==> config.mk <==
export PLATFORM = sky130hd
export DESIGN_NAME = main_ctr_fsm
export DESIGN_NICKNAME = d
export VERILOG_FILES = /design/src/rtl/main_ctr_fsm.sv
export SDC_FILE = /design/constraint.sdc
export NUM_CORES = 1
export LEC_CHECK = 0
export BUFFER_PORTS_ARGS = -buffer_cell sky130_fd_sc_hd__buf_2
export CAP_MARGIN = 20
export CORE_UTILIZATION = 49
export CTS_CLUSTER_SIZE = 14
export DETAILED_ROUTE_END_ITERATION = 10
export PLACE_DENSITY = 0.77
export SYNTH_ARGS = -nofsm -noshare
export SYNTH_HDL_FRONTEND = slang
export SYNTH_SLANG_ARGS = --single-unit
==> constraint.sdc <==
create_clock -name clk -period 2.35 [get_ports clk]
set_clock_uncertainty 0.1 [all_clocks]
set_input_delay 0.47 -clock clk [delete_from_list [all_inputs] [get_ports clk]]
set_output_delay 0.47 -clock clk [all_outputs]
set_load 0.01 [all_outputs]
==> src/rtl/main_ctr_fsm.sv <==
// Multi-cycle MIPS main controller: IF/ID/EX/MEM/WB/BR/JMP sequencing with ready-based memory handshake.
// Define MAINCTR_IMMLOGIC_EN to add andi/ori/slti on the addi path.
module main_ctr_fsm #(
  parameter int ALUOP_W  = 3,
  parameter int WAIT_MAX = 15
) (
  input  logic               clk,
  input  logic               rst,
  input  logic [5:0]         opCode,
  input  logic               memRdy,
  output logic               pcWr,
  output logic               B,
  output logic               J,
  output logic               irWr,
  output logic               regDst,
  output logic               M2R,
  output logic               aluSrcA,
  output logic [1:0]         aluSrcB,
  output logic               regWr,
  output logic               memRe,
  output logic               memWr,
  output logic               iord,
  output logic [ALUOP_W-1:0] ALUop,
  output logic               illegalOp,
  output logic               busErr,
  output logic [2:0]         state
);

`ifdef MAINCTR_IMMLOGIC_EN
  localparam int ALUOP_MIN = 3;
`else
  localparam int ALUOP_MIN = 2;
`endif

  if (ALUOP_W < ALUOP_MIN) begin : g_aluop_w_chk
    $error("main_ctr_fsm: ALUOP_W too narrow for the enabled ALU operations");
  end
  if (WAIT_MAX < 1 || WAIT_MAX > 255) begin : g_wait_max_chk
    $error("main_ctr_fsm: WAIT_MAX must be in 1..255");
  end

  typedef enum logic [2:0] {
    S_IF  = 3'd0,
    S_ID  = 3'd1,
    S_EX  = 3'd2,
    S_MEM = 3'd3,
    S_WB  = 3'd4,
    S_BR  = 3'd5,
    S_JMP = 3'd6
  } state_t;

  typedef enum logic [3:0] {
    K_R, K_LW, K_SW, K_ADDI, K_ANDI, K_ORI, K_SLTI, K_BEQ, K_J, K_ILL
  } op_kind_t;

  localparam logic [2:0] ALU_ADD   = 3'b000;
  localparam logic [2:0] ALU_SUB   = 3'b001;
  localparam logic [2:0] ALU_FUNCT = 3'b010;
  localparam logic [2:0] ALU_AND   = 3'b011;
  localparam logic [2:0] ALU_OR    = 3'b100;
  localparam logic [2:0] ALU_SLT   = 3'b101;
  localparam logic [7:0] WAIT_LIM  = 8'(WAIT_MAX - 1);

  function automatic op_kind_t decode_op(input logic [5:0] op);
    case (op)
      6'b000000: return K_R;
      6'b100011: return K_LW;
      6'b101011: return K_SW;
      6'b001000: return K_ADDI;
      6'b000100: return K_BEQ;
      6'b000010: return K_J;
`ifdef MAINCTR_IMMLOGIC_EN
      6'b001100: return K_ANDI;
      6'b001101: return K_ORI;
      6'b001010: return K_SLTI;
`endif
      default:   return K_ILL;
    endcase
  endfunction

  state_t     state_q, state_d;
  logic [5:0] op_q, op_d;
  logic [7:0] wait_q, wait_d;
  logic [2:0] alu_c;
  op_kind_t   op_kind, id_kind;
  logic       timeout;

  assign op_kind = decode_op(op_q);
  assign id_kind = decode_op(opCode);
  // wait_q counts memRdy-low cycles already spent; this cycle would be number WAIT_MAX
  assign timeout = !memRdy && (wait_q == WAIT_LIM);

  always_comb begin
    state_d   = state_q;
    op_d      = op_q;
    wait_d    = '0;
    alu_c     = ALU_ADD;
    pcWr      = 1'b0;
    B         = 1'b0;
    J         = 1'b0;
    irWr      = 1'b0;
    regDst    = 1'b0;
    M2R       = 1'b0;
    aluSrcA   = 1'b0;
    aluSrcB   = 2'b00;
    regWr     = 1'b0;
    memRe     = 1'b0;
    memWr     = 1'b0;
    iord      = 1'b0;
    illegalOp = 1'b0;
    busErr    = 1'b0;
    case (state_q)
      S_IF: begin
        memRe   = 1'b1;
        aluSrcB = 2'b01;
        if (memRdy) begin
          irWr    = 1'b1;
          pcWr    = 1'b1;
          state_d = S_ID;
        end else if (timeout) begin
          busErr  = 1'b1;
          state_d = S_IF;
        end else begin
          wait_d  = wait_q + 8'd1;
        end
      end
      S_ID: begin
        op_d    = opCode;
        aluSrcB = 2'b11;
        case (id_kind)
          K_BEQ:   state_d = S_BR;
          K_J:     state_d = S_JMP;
          K_ILL: begin
            illegalOp = 1'b1;
            state_d   = S_IF;
          end
          default: state_d = S_EX;
        endcase
      end
      S_EX: begin
        aluSrcA = 1'b1;
        aluSrcB = 2'b10;
        case (op_kind)
          K_R: begin
            aluSrcB = 2'b00;
            alu_c   = ALU_FUNCT;
            state_d = S_WB;
          end
          K_LW, K_SW: state_d = S_MEM;
          K_ADDI:     state_d = S_WB;
          K_ANDI: begin alu_c = ALU_AND; state_d = S_WB; end
          K_ORI:  begin alu_c = ALU_OR;  state_d = S_WB; end
          K_SLTI: begin alu_c = ALU_SLT; state_d = S_WB; end
          default:    state_d = S_IF;
        endcase
      end
      S_MEM: begin
        iord  = 1'b1;
        memRe = (op_kind == K_LW);
        memWr = (op_kind == K_SW);
        if (memRdy) begin
          state_d = (op_kind == K_LW) ? S_WB : S_IF;
        end else if (timeout) begin
          busErr  = 1'b1;
          state_d = S_IF;
        end else begin
          wait_d  = wait_q + 8'd1;
        end
      end
      S_WB: begin
        regWr   = 1'b1;
        regDst  = (op_kind == K_R);
        M2R     = (op_kind == K_LW);
        state_d = S_IF;
      end
      S_BR: begin
        aluSrcA = 1'b1;
        alu_c   = ALU_SUB;
        B       = 1'b1;
        state_d = S_IF;
      end
      S_JMP: begin
        J       = 1'b1;
        pcWr    = 1'b1;
        state_d = S_IF;
      end
      default: state_d = S_IF;
    endcase
    ALUop = ALUOP_W'(alu_c);
    state = state_q;
    // reset silences every output immediately, including an in-flight memWr
    if (rst) begin
      pcWr = 1'b0; B = 1'b0; J = 1'b0; irWr = 1'b0; regDst = 1'b0; M2R = 1'b0;
      aluSrcA = 1'b0; aluSrcB = 2'b00; regWr = 1'b0; memRe = 1'b0; memWr = 1'b0;
      iord = 1'b0; ALUop = '0; illegalOp = 1'b0; busErr = 1'b0; state = '0;
    end
  end

  always_ff @(posedge clk) begin
    if (rst) begin
      state_q <= S_IF;
      op_q    <= '0;
      wait_q  <= '0;
    end else begin
      state_q <= state_d;
      op_q    <= op_d;
      wait_q  <= wait_d;
    end
  end

endmodule
==> impl_metrics.csv <==
group,metric,value,unit
route,vias,938,
worst_setup_path,critPathLaunch,"op_q[5]$_SDFFE_PP0P_",
logic_synthesis,synthAdderAreaFrac,2.58,%
route,wl,2070,µm
logic_synthesis,ys_seq_area_share,35.1,%
clock_tree,cts_root_buf,"clkbuf_4",
global_routing,overflow,0,
clock_tree,cts_tree,"built",
logic_synthesis,synth_compound_area_share,7.24,%
layout,stdcell_count,174,
timing,hold_violations,0,
layout,nFillCells,149,
pwr,ir_drop,0.000325,V
floorplan,num_rows,15,
timing,fmax,417,MHz
timing,post-route-period-util,102,%
route,vias_per_cell,5.39,
worst_setup_path,critPathMaxStageDelay,530,ps
layout,layout-drive-gt1-share,32.2,%
logic_synthesis,synth_cell_type_count,39,
worst_setup_path,crit_chain,"or4_4 > or3_4 > a21oi_2 > nor2_1 > buf_2",
worst_setup_path,worst_path_max_delay_cell,"or4_4",
pwr,p_total,0.000551,W
timing,whs,347,ps
logic_synthesis,synth_top_area_share,35.1,%
logic_synthesis,synth-xor-area-share,6.33,%
logic_synthesis,yosysWarnings,0,
worst_setup_path,path_max_fanout,3,
clock_tree,clkLatencyLatePin,290,ps
worst_setup_path,timing.rr.start,"state_q[2]$_SDFF_PP0_",
placement,dp_hpwl,1560,µm
logic_synthesis,yosys_register_bits,17,
worst_hold_path,hold_path_class,"primary input to flop",
timing,rsz0062_at_grt,"yes",
logic_synthesis,synth_top_family_by_area,"simple AND/OR/NAND/NOR gates",
timing,period_needed,2400,ps
floorplan,die_h,46.5,µm
global_routing,grtUsageTotal,20.6,%
timing,setup_viol,3,
floorplan,fp.dieW,46.5,µm
route,route.detailed.drc,0,
logic_synthesis,synth_nets,129,
clock_tree,clkTransAtPathRegs,100,ps
route,drtIter0Drc,15,
clock_tree,clockBufferDepth,2,
placement,place_inst,169,
worst_setup_path,critPathBufInv,1,
route,first_pass_iters,4,
logic_synthesis,syn_inst,118,
layout,nNetsFinal,161,
logic_synthesis,synth-main-ff-cell,"dfxtp_1",
worst_setup_path,critPathLaunchType,"flop",
global_routing,grt_max_degree,13,
worst_hold_path,min_from,"opCode[4]",
logic_synthesis,syn_area,968,µm²
logic_synthesis,synth-edff-count,0,
timing,slew_violations,0,
placement,gp_congestion,0.872,
global_routing,grt_pass1_wl,3160,µm
global_routing,antenna_found_initial,0,
clock_tree,cts_sinks,17,
pwr,leakage,0.526,nW
flow_run,cap_violations,0,
floorplan,pin_count,30,
worst_setup_path,setup.worst_path.class,"flop to output pin",
logic_synthesis,avgSynthCellArea,8.21,µm²
layout,multiInputGateArea,597,µm²
layout,n_antenna_cell,0,
route,wire_per_inst,11.9,µm
timing,fin_ws,-50.3,ps
pwr,power_density,468,mW/mm²
worst_setup_path,crit_arrival,1830,ps
route,drtAntennaViolNets,0,
logic_synthesis,yosys.area.top_type,"dfxtp_1",
worst_setup_path,crit_path_end_kind,"output pin",
placement,port_buffers,28,
clock_tree,htreeDepth,1,
logic_synthesis,synthArstFlopShare,0,%
global_routing,first_global_vias,753,
logic_synthesis,synth.area.mux_share,6.20,%
outcome,status,"finished, violations left",
layout,final_area,0.00118,mm²
floorplan,start_util,54.3,%
worst_setup_path,required,1780,ps
worst_setup_path,cp_top_family,"simple AND/OR/NAND/NOR gates",
layout,synthToLayoutAreaGrowth,21.4,%
clock_tree,numCtsBuffers,3,
logic_synthesis,synthTopCellsByArea,"dfxtp_1 35%, nor2_1 9.7%, mux2i_1 6.2%, xor2_1 4.5%, ha_1 2.6%",
clock_tree,holdBufCountCts,0,
floorplan,dieArea,0.00216,mm²
layout,register_area,343,µm²
outcome,violations,"negative setup slack",
placement,post_dp_cell_area,0.00112,mm²
logic_synthesis,synth-simple-area-share,37.1,%
floorplan,core_area,0.00178,mm²
synthesized netlist by cell type, types with 2 or more instances:
| cell type | instances |
|---|---|
| a21oi_1 | 3 |
| nor4_1 | 3 |
| buf_6 | 2 |
| and3_1 | 2 |
| nor2_1 | 25 |
| ha_1 | 2 |
| nor3_1 | 5 |
| xnor2_1 | 2 |
| inv_1 | 4 |
| nand2_1 | 4 |
| nand2b_1 | 2 |
| dfxtp_1 | 17 |
| nand4b_1 | 2 |
| a31oi_1 | 3 |
| xor2_1 | 5 |
| nand3_1 | 5 |
| mux2i_1 | 6 |
| nor2b_1 | 4 |
| or4_1 | 2 |
power breakdown:
group | switching [W] | leakage (nW) | internal, W | total (W)
clock network | 0.0000957 | 0.0177 | 0.0000634 | 0.000159
logic | 0.0000469 | 0.369 | 0.0000400 | 0.0000869
registers | 0.00000829 | 0.139 | 0.000296 | 0.000305
cells in the final DEF (no fill, tap or decap), drive strengths merged, types with 2 or more instances in the layout:
cell    synthesis  routed
nand2b          2       2
or2             2       2
nand4b          2       2
or4             3       3
dfxtp          17      17
buf             3      31
nor4            3       3
nand2           4       4
or3             2       2
inv             4       4
mux2i           6       6
a31oi           3       3
and3            2       2
nand3           5       5
clkbuf          1       3
nor2           26      26
nor3            5       5
xnor2           2       2
nor2b           4       4
ha              2       2
a21oi           3       3
xor2            5       5
sequential cells by signal, indices dropped and copies added (netlist names):
signal	count
wait_q	8
op_q	6
state_q	3
layout make-up:
type	instances	share of cell area (%)
flip-flops and latches	17	29.1
multi-input cells	93	50.7
repair buffers	31	13.8
well taps	25	2.66
inverters	4	1.28
clock buffers	3	1.91
clock inverters	1	0.426
per-layer routing:
metal / track usage (%) / vias to the layer above / wire (µm)
met3: 4.71 / 2 / 84
met1: 25.0 / 434 / 924
met5: 0 / - / 0
met4: 5.29 / 0 / 11
met2: 35.8 / 26 / 1050
li1: - / 476 / -
worst paths after layout:
path / slack, ps / end / depth (start not counted)
worst max-delay path: -50 / aluSrcB[1] / 5
worst min-delay path: 350 / op_q[4]$_SDFFE_PP0P_ / 3
worst max register to register: 620 / wait_q[4]$_SDFF_PP0_ / 4
worst min register to register: 370 / wait_q[0]$_SDFF_PP0_ / 1
metrics by stage:
stage / TNS, ps / util, % / worst slack [ps]
finish: -60.7 / 66.0 / -50.3
global route: -250 / 66.0 / -97.2
CTS: -79.0 / 65.9 / -41.0
detailed placement: 0 / 62.9 / 165
global placement: 0 / 62.9 / 190
floorplan: 0 / - / 283
cells by family after synthesis:
kind of cell               Yosys count
and+or+nand+nor                     67
buffers and inverters                8
AOI/OAI and AO/OA                   10
muxes                                6
DFF                                 17
other                                1
adders and majority gates            2
xor gates and xnor gates             7
worst reg2reg max path: stages, from the launching register on:
cell and delay (ps):
dfxtp_2 370, or2_1 240, or4_4 520, nand2b_1 280, nor2_1 160
timing repair:
item                                    in CTS  in global routing
pin swaps                                    1                  0
gates resized for setup                      5                  1
buffers inserted                             1                  0
endpoints found under the setup margin       3                  5
(Power assumes the default switching activity.)
